--- src/rtl/core_sequencer_pkg.sv ---
// Shared types for the RV32I multi-cycle sequencer: state encoding, address
// select codes, the opcode set used by both decoder and sequencer, and opcode classification.
package core_sequencer_pkg;

    typedef enum logic [2:0] {
        ST_RESET     = 3'd0,
        ST_FETCH     = 3'd1,
        ST_DECODE    = 3'd2,
        ST_EXECUTE   = 3'd3,
        ST_MEM       = 3'd4,
        ST_WRITEBACK = 3'd5,
        ST_HALT      = 3'd6
    } seq_state_t;

    typedef enum logic [1:0] {
        CLS_MEM    = 2'd0,
        CLS_BRANCH = 2'd1,
        CLS_WB     = 2'd2,
        CLS_OTHER  = 2'd3
    } op_class_t;

    localparam logic ADDR_PC  = 1'b0;
    localparam logic ADDR_ALU = 1'b1;

    localparam logic [6:0] OP_LOAD   = 7'b0000011;
    localparam logic [6:0] OP_STORE  = 7'b0100011;
    localparam logic [6:0] OP_BRANCH = 7'b1100011;
    localparam logic [6:0] OP_REG    = 7'b0110011;
    localparam logic [6:0] OP_IMM    = 7'b0010011;
    localparam logic [6:0] OP_LUI    = 7'b0110111;
    localparam logic [6:0] OP_AUIPC  = 7'b0010111;
    localparam logic [6:0] OP_JAL    = 7'b1101111;
    localparam logic [6:0] OP_JALR   = 7'b1100111;

    function automatic op_class_t classify_op(input logic [6:0] op_i);
        op_class_t cls;
        case (op_i)
            OP_LOAD, OP_STORE:                                   cls = CLS_MEM;
            OP_BRANCH:                                           cls = CLS_BRANCH;
            OP_REG, OP_IMM, OP_LUI, OP_AUIPC, OP_JAL, OP_JALR:   cls = CLS_WB;
            default:                                             cls = CLS_OTHER;
        endcase
        return cls;
    endfunction

endpackage

--- src/rtl/core_sequencer_if.sv ---
// Sequencer <-> datapath/memory bundle. The trap flag exists only when
// ILLEGAL_TRAP_EN is defined.
interface core_sequencer_if #(
    parameter int INSTRET_W = 32
);
    logic [6:0]           op;
    logic                 mem_ready;
    logic                 mem_req;
    logic                 mem_we;
    logic                 addr_sel;
    logic                 ir_we;
    logic                 reg_we;
    logic                 pc_we;
    logic                 retire;
    logic [INSTRET_W-1:0] instret;
    logic                 bus_error;
`ifdef ILLEGAL_TRAP_EN
    logic                 trap;

    modport master (
        input  op, mem_ready,
        output mem_req, mem_we, addr_sel, ir_we, reg_we, pc_we, retire,
               instret, bus_error, trap
    );
    modport slave (
        output op, mem_ready,
        input  mem_req, mem_we, addr_sel, ir_we, reg_we, pc_we, retire,
               instret, bus_error, trap
    );
`else
    modport master (
        input  op, mem_ready,
        output mem_req, mem_we, addr_sel, ir_we, reg_we, pc_we, retire,
               instret, bus_error
    );
    modport slave (
        output op, mem_ready,
        input  mem_req, mem_we, addr_sel, ir_we, reg_we, pc_we, retire,
               instret, bus_error
    );
`endif
endinterface

--- src/rtl/core_sequencer_mem_watchdog.sv ---
// Memory wait watchdog: counts stalled request cycles and flags the cycle in
// which the count would reach MEM_TIMEOUT (0 disables it).
module mem_watchdog #(
    parameter int MEM_TIMEOUT = 255
) (
    input  logic clk,
    input  logic rst_n,
    input  logic clear_i,
    input  logic enable_i,
    output logic expired_o
);

    localparam int CNT_W = (MEM_TIMEOUT > 0) ? $clog2(MEM_TIMEOUT + 1) : 1;

    logic [CNT_W-1:0] count_q;
    logic [CNT_W-1:0] count_d;

    // Next count: clear wins, then increment while stalled, saturating at the limit
    always_comb begin
        count_d = count_q;
        if (clear_i) begin
            count_d = {CNT_W{1'b0}};
        end else if (enable_i && (count_q != CNT_W'(MEM_TIMEOUT))) begin
            count_d = count_q + CNT_W'(1);
        end else begin
            count_d = count_q;
        end
    end

    // Stall counter register
    always_ff @(posedge clk or negedge rst_n) begin
        if (!rst_n) begin
            count_q <= {CNT_W{1'b0}};
        end else begin
            count_q <= count_d;
        end
    end

    generate
        if (MEM_TIMEOUT == 0) begin : g_disabled
            assign expired_o = 1'b0;
        end else begin : g_enabled
            assign expired_o = enable_i && (count_q == CNT_W'(MEM_TIMEOUT - 1));
        end
    endgenerate

endmodule

--- src/rtl/core_sequencer.sv ---
// Multi-cycle control FSM for the RV32I core: write enables, memory handshake,
// retired-instruction counter and watchdog. Optional macro: ILLEGAL_TRAP_EN.
module core_sequencer
    import core_sequencer_pkg::*;
#(
    parameter int MEM_TIMEOUT = 255,
    parameter int INSTRET_W   = 32
) (
    input logic              clk,
    input logic              rst_n,
    core_sequencer_if.master bus
);

    seq_state_t           state_q;
    seq_state_t           state_d;
    op_class_t            op_class_s;
    logic                 is_store_s;
    logic                 req_state_s;
    logic                 wd_clear_s;
    logic                 wd_enable_s;
    logic                 wd_expired_s;
    logic                 mem_req_s;
    logic                 mem_we_s;
    logic                 addr_sel_s;
    logic                 ir_we_s;
    logic                 reg_we_s;
    logic                 pc_we_s;
    logic                 retire_s;
    logic [INSTRET_W-1:0] instret_q;
    logic                 bus_error_q;
`ifdef ILLEGAL_TRAP_EN
    logic                 trap_set_s;
    logic                 trap_q;
`endif

    assign op_class_s  = classify_op(bus.op);
    assign is_store_s  = (bus.op == OP_STORE);
    assign req_state_s = (state_q == ST_FETCH) || (state_q == ST_MEM);

    // Clearing on every completed request leaves the count at zero whenever FETCH or MEM is entered.
    assign wd_clear_s  = !req_state_s || bus.mem_ready;
    assign wd_enable_s = req_state_s && !bus.mem_ready;

    mem_watchdog #(
        .MEM_TIMEOUT (MEM_TIMEOUT)
    ) u_mem_watchdog (
        .clk       (clk),
        .rst_n     (rst_n),
        .clear_i   (wd_clear_s),
        .enable_i  (wd_enable_s),
        .expired_o (wd_expired_s)
    );

    // State register
    always_ff @(posedge clk or negedge rst_n) begin
        if (!rst_n) begin
            state_q <= ST_RESET;
        end else begin
            state_q <= state_d;
        end
    end

    // Next state and per-cycle strobes
    always_comb begin
        state_d    = state_q;
        mem_req_s  = 1'b0;
        mem_we_s   = 1'b0;
        addr_sel_s = ADDR_PC;
        ir_we_s    = 1'b0;
        reg_we_s   = 1'b0;
        pc_we_s    = 1'b0;
        retire_s   = 1'b0;
`ifdef ILLEGAL_TRAP_EN
        trap_set_s = 1'b0;
`endif
        case (state_q)
            ST_RESET: state_d = ST_FETCH;
            ST_FETCH: begin
                mem_req_s  = 1'b1;
                addr_sel_s = ADDR_PC;
                ir_we_s    = bus.mem_ready;
                if (bus.mem_ready) begin
                    state_d = ST_DECODE;
                end else if (wd_expired_s) begin
                    state_d = ST_HALT;
                end else begin
                    state_d = ST_FETCH;
                end
            end
            ST_DECODE: state_d = ST_EXECUTE;
            ST_EXECUTE: begin
                case (op_class_s)
                    CLS_MEM: state_d = ST_MEM;
                    CLS_WB:  state_d = ST_WRITEBACK;
                    CLS_BRANCH: begin
                        pc_we_s  = 1'b1;
                        retire_s = 1'b1;
                        state_d  = ST_FETCH;
                    end
                    default: begin
`ifdef ILLEGAL_TRAP_EN
                        trap_set_s = 1'b1;
                        state_d    = ST_HALT;
`else
                        pc_we_s  = 1'b1;
                        retire_s = 1'b1;
                        state_d  = ST_FETCH;
`endif
                    end
                endcase
            end
            ST_MEM: begin
                mem_req_s  = 1'b1;
                addr_sel_s = ADDR_ALU;
                mem_we_s   = is_store_s;
                if (bus.mem_ready) begin
                    if (is_store_s) begin
                        pc_we_s  = 1'b1;
                        retire_s = 1'b1;
                        state_d  = ST_FETCH;
                    end else begin
                        state_d = ST_WRITEBACK;
                    end
                end else if (wd_expired_s) begin
                    state_d = ST_HALT;
                end else begin
                    state_d = ST_MEM;
                end
            end
            ST_WRITEBACK: begin
                reg_we_s = 1'b1;
                pc_we_s  = 1'b1;
                retire_s = 1'b1;
                state_d  = ST_FETCH;
            end
            ST_HALT: state_d = ST_HALT;
            default: state_d = ST_HALT;
        endcase
    end

    // Retired-instruction counter and sticky watchdog flag
    always_ff @(posedge clk or negedge rst_n) begin
        if (!rst_n) begin
            instret_q   <= {INSTRET_W{1'b0}};
            bus_error_q <= 1'b0;
        end else begin
            if (retire_s) begin
                instret_q <= instret_q + INSTRET_W'(1);
            end
            if (wd_expired_s) begin
                bus_error_q <= 1'b1;
            end
        end
    end

`ifdef ILLEGAL_TRAP_EN
    // Sticky illegal-opcode flag
    always_ff @(posedge clk or negedge rst_n) begin
        if (!rst_n) begin
            trap_q <= 1'b0;
        end else if (trap_set_s) begin
            trap_q <= 1'b1;
        end
    end

    assign bus.trap = trap_q;
`endif

    assign bus.mem_req   = mem_req_s;
    assign bus.mem_we    = mem_we_s;
    assign bus.addr_sel  = addr_sel_s;
    assign bus.ir_we     = ir_we_s;
    assign bus.reg_we    = reg_we_s;
    assign bus.pc_we     = pc_we_s;
    assign bus.retire    = retire_s;
    assign bus.instret   = instret_q;
    assign bus.bus_error = bus_error_q;

endmodule

--- src/flat_wrapper.sv ---
// flat-port wrapper written by rule: the top's interface ports become plain ports
module core_sequencer_flat import core_sequencer_pkg::*;
#(
    parameter int MEM_TIMEOUT = 255,
    parameter int INSTRET_W   = 32
)
  (clk, rst_n, bus_op, bus_mem_ready, bus_mem_req, bus_mem_we, bus_addr_sel, bus_ir_we, bus_reg_we, bus_pc_we, bus_retire, bus_instret, bus_bus_error);
  core_sequencer_if #(.INSTRET_W(INSTRET_W)) bus_i ();
  input logic clk;
  input logic rst_n;
  input wire logic [$bits(bus_i.op)-1:0] bus_op;
  input wire logic [$bits(bus_i.mem_ready)-1:0] bus_mem_ready;
  output wire logic [$bits(bus_i.mem_req)-1:0] bus_mem_req;
  output wire logic [$bits(bus_i.mem_we)-1:0] bus_mem_we;
  output wire logic [$bits(bus_i.addr_sel)-1:0] bus_addr_sel;
  output wire logic [$bits(bus_i.ir_we)-1:0] bus_ir_we;
  output wire logic [$bits(bus_i.reg_we)-1:0] bus_reg_we;
  output wire logic [$bits(bus_i.pc_we)-1:0] bus_pc_we;
  output wire logic [$bits(bus_i.retire)-1:0] bus_retire;
  output wire logic [$bits(bus_i.instret)-1:0] bus_instret;
  output wire logic [$bits(bus_i.bus_error)-1:0] bus_bus_error;
  assign bus_i.op = bus_op;
  assign bus_i.mem_ready = bus_mem_ready;
  assign bus_mem_req = bus_i.mem_req;
  assign bus_mem_we = bus_i.mem_we;
  assign bus_addr_sel = bus_i.addr_sel;
  assign bus_ir_we = bus_i.ir_we;
  assign bus_reg_we = bus_i.reg_we;
  assign bus_pc_we = bus_i.pc_we;
  assign bus_retire = bus_i.retire;
  assign bus_instret = bus_i.instret;
  assign bus_bus_error = bus_i.bus_error;
  core_sequencer #(.MEM_TIMEOUT(MEM_TIMEOUT), .INSTRET_W(INSTRET_W)) u_core (.clk(clk), .rst_n(rst_n), .bus(bus_i));
endmodule
--- config.mk ---
export PLATFORM = sky130hd
export DESIGN_NAME = core_sequencer_flat
export DESIGN_NICKNAME = d
export VERILOG_FILES = /design/src/rtl/core_sequencer_pkg.sv /design/src/rtl/core_sequencer_if.sv /design/src/rtl/core_sequencer_mem_watchdog.sv /design/src/rtl/core_sequencer.sv /design/src/flat_wrapper.sv
export SDC_FILE = /design/constraint.sdc
export NUM_CORES = 1
export LEC_CHECK = 0
export ABC_AREA = 1
export CAP_MARGIN = 20
export CORE_UTILIZATION = 54
export DETAILED_ROUTE_END_ITERATION = 10
export PLACE_DENSITY = 0.92
export SETUP_SLACK_MARGIN = 0.5
export SLEW_MARGIN = 20
export SYNTH_ARGS = -nofsm -noshare
export SYNTH_HDL_FRONTEND = slang
export SYNTH_HIERARCHICAL = 1
export SYNTH_SLANG_ARGS = --single-unit
--- constraint.sdc ---
create_clock -name clk -period 2.4 [get_ports clk]
set_input_delay 0.48 -clock clk [delete_from_list [all_inputs] [get_ports clk]]
set_output_delay 0.48 -clock clk [all_outputs]
set_load 0.005 [all_outputs]
==> summary.md, run 1 <==
| Metric | Value |
|---|---|
| Status | finished clean |
| Die X | 77.4 um |
| Final instance area | 0.00401 mm2 |
| Dpl cell area | 0.00363 mm2 |
| Antenna cells | 0 |
| Die footprint | 0.00599 mm2 |
| GR Util All Layers | 30.2% |
| PortBufs | 49 |
| Net switching power | 300 uW |
| Max Clock Freq | 517 MHz |
| Worst setup SP type | input port |
| Die height | 77.4 um |
| DP Wirelength | 5900 um |
| Final hold viol count | 0 |
| Yosys cell types | 25 |
| Clock power frac | 39.3% |
| Final setup vio count | 0 |
| Initial Util | 55.8% |
| Combinational power share | 4.7% |
| Via density | 5.33 |
| TritonCTS buffer count | 5 |
| CTS clk-pin slew, worst paths | 0.09 ns |
| Max Cap Viol | 0 |
| Post-placement setup slack | -0.156 ns |
| Max_slew headroom | 77.9% |
| Layout Cells excl Fill | 634 |
| Peak supply drop | 0.296 mV |
| Commonest non-fill, non-tap cell in the layout | nand2_1 |
| Post-Synth Simple-Gate Area | 48.6% |
| DRT iter0 DRCs | 259 |
| Antenna-violating nets left | 0 |
| Worst-Margin Slew | 0.332 ns |
| Crit path max fanout | 3 |
| Sw frac | 22.7% |
| Max Buffers Root-to-Sink | 2 |
| Met2 Resource Use GR | 54.8% |
| Net count after synthesis | 494 |
| GRT met3 Usage | 5.88% |
| Compound-Gate Fraction of Synth Area | 1.38% |
| Clk_lat worst skew | 0.30 ns |
| Tcrit/Tclk final | 80.6% |
| Post-Synth Adder-Cell Area | 1.22% |
| Pre-Repair DR Iteration Count | 5 |
| Setup_tns | 0 ns |
| GRT overflow | 0 |
| CP endpoint kind | output pin |
| Hold/Removal Path Class | reg -> reg |
| P_int | 1.02 mW |
| Total number of H-tree levels | 2 |
| XOR/XNOR Fraction of Synth Area | 5.13% |
| Layout Skew | 0.00477 ns |
| Global-route wire length before repair | 14500 um |
| Vias | 3377 |
| Layout cell share with drive strength beyond 1 | 17.1% |
| Mapped Cells | 481 |
| Syn_area_per_cell | 6.39 um2 |
| I/O pin cnt | 50 |
| RD Place Congestion | 0.938 |
| # rows | 27 |
| WP data arrival | 1.45 ns |
| Mux contribution to synthesized area | 0% |
| Fin. max-slew vios | 0 |
| Met1 Usage GRT | 34.2% |
| Gr busiest metal | met2 |
| LEAKAGE | 1.95 nW |
| Post-synthesis cell area | 0.00307 mm2 |
| Syn. warnings | 6 |
| Area growth syn-to-layout | 30.6% |
| Root buf cell | clkbuf_8 |
| Sequential fraction of design power | 56.0% |
| Worst Setup Path Type | in -> out |
| RSZ-0062 raised after global routing | true |
| DRC | 0 |
| CTS tree | built |
| Inst Count DP | 600 |
| Final #Nets | 575 |
| Vias in the first global route | 3206 |
| Core area | 0.00551 mm2 |
| Tmin final | 1.93 ns |
| Setup WS post-layout | 0.466 ns |
| Power Dens Cells | 329 mW/mm2 |
| Clock Sinks | 44 |
| Post-Route WL | 9070 um |
| Largest family of logic cells by synthesized area | simple AND/OR/NAND/NOR gates |
| Wire per inst | 14.3 um |
| Largest net degree at the start of global routing | 33 |
| Initial antenna violation count | 0 |
| CP required | 1.92 ns |
| Sequential area share after synthesis | 35.8% |
| Seq cells post-synth | 44 |
| Commonest cells after routing, fill and taps aside | 200 x nand2_1, 62 x nor2_1, 58 x nand3_1, 43 x dfrtp_1 |
==> final timing paths <==
kind | startpoint | end | slack [ns] | depth (start not counted)
min reg2reg | u_core/bus.bus_error | u_core/bus.bus_error | 0.48 | 1
max | bus_op[5] | bus_retire | 0.47 | 8
max reg2reg | u_core/state_q[1] | u_core/state_q[1] | 0.56 | 12
max in group asynchronous | rst_n | u_core/state_q[1] | 1.35 | 3
min | u_core/bus.bus_error | u_core/bus.bus_error | 0.48 | 1
min in group asynchronous | rst_n | u_core/bus.instret[3] | 0.53 | 2
==> stage by stage <==
stage	power, mW	util (%)	hold slack (ns)
floorplan	0.765	-	0.184
global placement	0.799	66.0	0.300
detailed placement	0.802	66.0	0.303
CTS	1.32	71.1	0.482
global route	1.35	72.9	0.509
finish	1.32	72.9	0.485
==> area by class of cell <==
| cell class | instances | area, um2 |
|---|---|---|
| clock buffers | 7 | 96.3 |
| fillers | 419 | 1490 |
| inverters | 43 | 163 |
| multi-input cells | 384 | 1830 |
| flip-flops and latches | 44 | 1100 |
| well taps | 72 | 90.1 |
| repair buffers | 84 | 733 |
==> synthesized netlist by cell type <==
cell,number,area (um2)
buf_2,3,15.0
xnor2_1,5,43.8
or2_2,2,12.5
nor4_1,1,6.26
buf_4,4,30.0
inv_2,2,7.51
xor2_1,13,114
inv_1,39,146
nand2_2,6,37.5
o21ai_0,2,10.0
buf_6,3,33.8
nand3_1,60,300
dfrtp_1,44,1100
clkinv_2,1,5.00
nor2_4,4,45.0
clkinv_1,1,3.75
nor2_2,3,18.8
o21ai_1,2,10.0
ha_1,3,37.5
nand4_1,2,12.5
nand2_1,208,781
nand2_4,2,22.5
nor2_1,68,255
a21oi_1,1,5.00
o2111ai_1,2,17.5
==> critical path, stage by stage <==
cell,delay [ns]
dlygate4sd2_1,0.25
nand2_1,0.09
nor2_1,0.17
nand3_2,0.11
nand2_2,0.10
nand2_4,0.07
nand2_4,0.09
buf_6,0.10
==> power groups by stage <==
stage	logic, mW	registers [mW]	clock network [mW]
after floorplan	0.00983	0.756	0
after global placement	0.0440	0.755	0
after detailed placement	0.0469	0.755	0
after CTS	0.0569	0.740	0.519
after global routing	0.0675	0.741	0.545
final	0.0618	0.740	0.520
==> timing repair <==
action,in CTS,in global routing
buffers inserted,20,6
hold buffers,1,0
endpoints found under the setup margin,14,13
resized for setup,44,31
hold endpoints to repair,4,0
pin swaps,13,15
==> registers in the layout (all words and copies together) (netlist names) <==
register / count
u_core/bus.instret: 32
u_core/bus.bus_error: 1
u_core/state_q: 3
u_core/u_mem_watchdog/count_q: 8
==> metal layers <==
layer / up-vias / wire length, um / share of wire, %
met5: - / 0 / 0
met4: 0 / 362 / 4.0
met3: 34 / 513 / 5.7
met2: 129 / 4580 / 51
met1: 1559 / 3610 / 40
li1: 1655 / - / -
==> cell families (layout without fill, tap and decap cells) <==
family,after synthesis,count (layout)
AOI/OAI and AO/OA,7,7
xor gates and xnor gates,18,18
adders and majority gates,3,3
buffers and inverters,53,134
DFF,44,44
and+or+nand+nor,356,356
(Power assumes the default switching activity.)
==> run 2, diff against run 1 <==
- clock period: 2.4 -> 1.9 ns (I/O delays scaled with it)
==> run 2 against run 1 <==
  * The flow now finishes with violations (negative setup slack)
  * Count of clock-buffer cells in the layout increased by 1
  * Power grew 28%
  * Clock power increased by 29%
  * Non-clock buffer count up 63
  * Combinational power up 40%
  * Core utilization up 20 points
  * Setup slack worse by 0.53 ns
  * Sequential cell count did not move
  * Sequential power increased by 26%
  * Hold slack lost 0.43 ns
  * Final area increased by 28%
  * Routed wire length increased by 86%
  * Critical endpoint is now u_core/u_mem_watchdog/count_q[4]
==> summary.md, run 2 (synthesized netlist as in run 1, its figures left out) <==
| Metric | Value |
|---|---|
| Total number of H-tree levels | 2 |
| Fin util | 92.9% |
| Vias | 4713 |
| PortBufs | 49 |
| Max Buffers Root-to-Sink | 2 |
| I/O pin cnt | 50 |
| FILL cells | 191 |
| Fin. max-slew vios | 0 |
| Multi-input logic area | 0.00228 mm2 |
| Setup WS post-layout | -0.0670 ns |
| Max Clock Freq | 508 MHz |
| CTS Hold Buffers Added | 0 |
| Die height | 77.4 um |
| CP endpoint kind | flip-flop |
| Die footprint | 0.00599 mm2 |
| Largest net degree at the start of global routing | 33 |
| Failing checks | negative setup slack |
| Clk_lat worst skew | 0.31 ns |
| LEAKAGE | 2.59 nW |
| Initial antenna violation count | 0 |
| Largest register FFs | 32 |
| CTS tree | built |
| Worst-Margin Slew | 0.608 ns |
| Antenna cells | 0 |
| GR Util All Layers | 34.9% |
| RD Place Congestion | 0.939 |
| Worst Setup Path Type | reg -> reg |
| Hold WS | 0.0567 ns |
| Tmin final | 1.97 ns |
| Hold/Removal Path Class | in -> async |
| Root buf cell | clkbuf_8 |
| Peak supply drop | 0.450 mV |
| Clock Sinks | 44 |
| GRT overflow | 0 |
| Pre-Repair DR Iteration Count | 11 |
| Wire per inst | 24.2 um |
| Initial Util | 55.8% |
| Final setup vio count | 10 |
| Layout cell share with drive strength beyond 1 | 43.5% |
| Worst setup SP type | flip-flop |
| CP required | 2.09 ns |
| # rows | 27 |
| Vias in the first global route | 3580 |
| Max_slew headroom | 59.5% |
| Final #Nets | 638 |
| Area growth syn-to-layout | 66.6% |
| TritonCTS buffer count | 5 |
| Post-placement setup slack | -0.519 ns |
| Power Dens Cells | 331 mW/mm2 |
| Final hold viol count | 0 |
| Layout Skew | 0.0178 ns |
| Commonest non-fill, non-tap cell in the layout | nand2_1 |
| RSZ-0062 raised after global routing | true |
| Max Cap Viol | 0 |
| DRT iter0 DRCs | 971 |
| Core area | 0.00551 mm2 |
| Tcrit/Tclk final | 104% |
| CTS clk-pin slew, worst paths | 0.10 ns |
| Setup_tns | -0.301 ns |
| Crit path max fanout | 5 |
| Global-route wire length before repair | 16600 um |
| Antenna-violating nets left | 0 |
| DP Wirelength | 5910 um |
| Commonest cells after routing, fill and taps aside | 162 x nand2_1, 68 x buf_4, 51 x nand3_1, 40 x nand2_2, 32 x dlygate4sd2_1 |
| Post-Route WL | 16900 um |
| Die X | 77.4 um |
| WP data arrival | 2.16 ns |
| Status | finished, violations left |
| Via density | 6.75 |
| DRC | 0 |
| FF/Latch Area | 0.00112 mm2 |
run 2: cell types whose count changed in the layout (fill, tap and decap cells not counted), moves of 28 or more:
| cell | before | now |
|---|---|---|
| nand2_2 | 12 | 40 |
| nor2_1 | 62 | 22 |
| nand2_1 | 200 | 162 |
| buf_4 | 31 | 68 |
| clkdlybuf4s50_1 | 33 | 0 |
| dlygate4sd2_1 | 4 | 32 |
run 2: worst max-delay path, cell delays in order (launching register included):
cell	delay [ns]
dfrtp_1	0.46
nor2_2	0.18
inv_2	0.07
nor2_4	0.09
buf_6	0.11
inv_4	0.04
nand2_4	0.06
nand2_2	0.06
inv_2	0.10
buf_6	0.10
buf_6	0.09
buf_6	0.12
nand2_4	0.06
nand2_4	0.09
clkinv_4	0.09
nand2_2	0.08
nand2_1	0.06
run 2: timing repair:
item	4_1_cts	5_1_grt
pin swaps	27	68
setup buffers	58	25
gates cloned	0	4
endpoints found under the setup margin	84	53
resized for setup	160	127
run 2: path summary, 6_finish.rpt:
path	to	cells after the start	startpoint	slack (ns)
max in group asynchronous	u_core/bus.instret[17]	2	rst_n	1.26
min reg2reg	u_core/bus.bus_error	1	u_core/bus.bus_error	0.50
max	u_core/u_mem_watchdog/count_q[4]	16	u_core/state_q[1]	-0.07
min	u_core/bus.instret[4]	1	rst_n	0.06
max reg2reg	u_core/u_mem_watchdog/count_q[4]	16	u_core/state_q[1]	-0.07
min in group clk	u_core/bus.bus_error	1	u_core/bus.bus_error	0.50
run 2: per-layer routing:
layer	wire length, um	track usage [%]
met4	2280	19.4
met5	0	0
met3	2360	4.00
met1	4860	40.3
met2	7380	62.6
run 2: layout make-up:
class	count	share of cell area, %
multi-input combinational	384	44.6
timing repair buffer	147	26.4
sequential	44	21.8
inverter	43	3.67
clock buffer	8	1.76
tap	72	1.76
run 2: power breakdown:
| group | internal (mW) | leakage [nW] | total (mW) | switching, mW |
|---|---|---|---|---|
| logic | 0.0309 | 1.96 | 0.0866 | 0.0557 |
| registers | 0.935 | 0.583 | 0.935 | 0 |
| clock network | 0.299 | 0.0455 | 0.670 | 0.371 |
| total | 1.26 | 2.59 | 1.69 | 0.427 |
run 2: stage by stage:
| step | instances | cell area [um2] | power (mW) |
|---|---|---|---|
| floorplan | 481 | 3150 | 0.972 |
| detailed placement | 603 | 3740 | 1.03 |
| global placement | 603 | 3740 | 1.03 |
| CTS | 669 | 4410 | 1.63 |
| finish | 698 | 5120 | 1.69 |
| global route | 698 | 5120 | 1.75 |
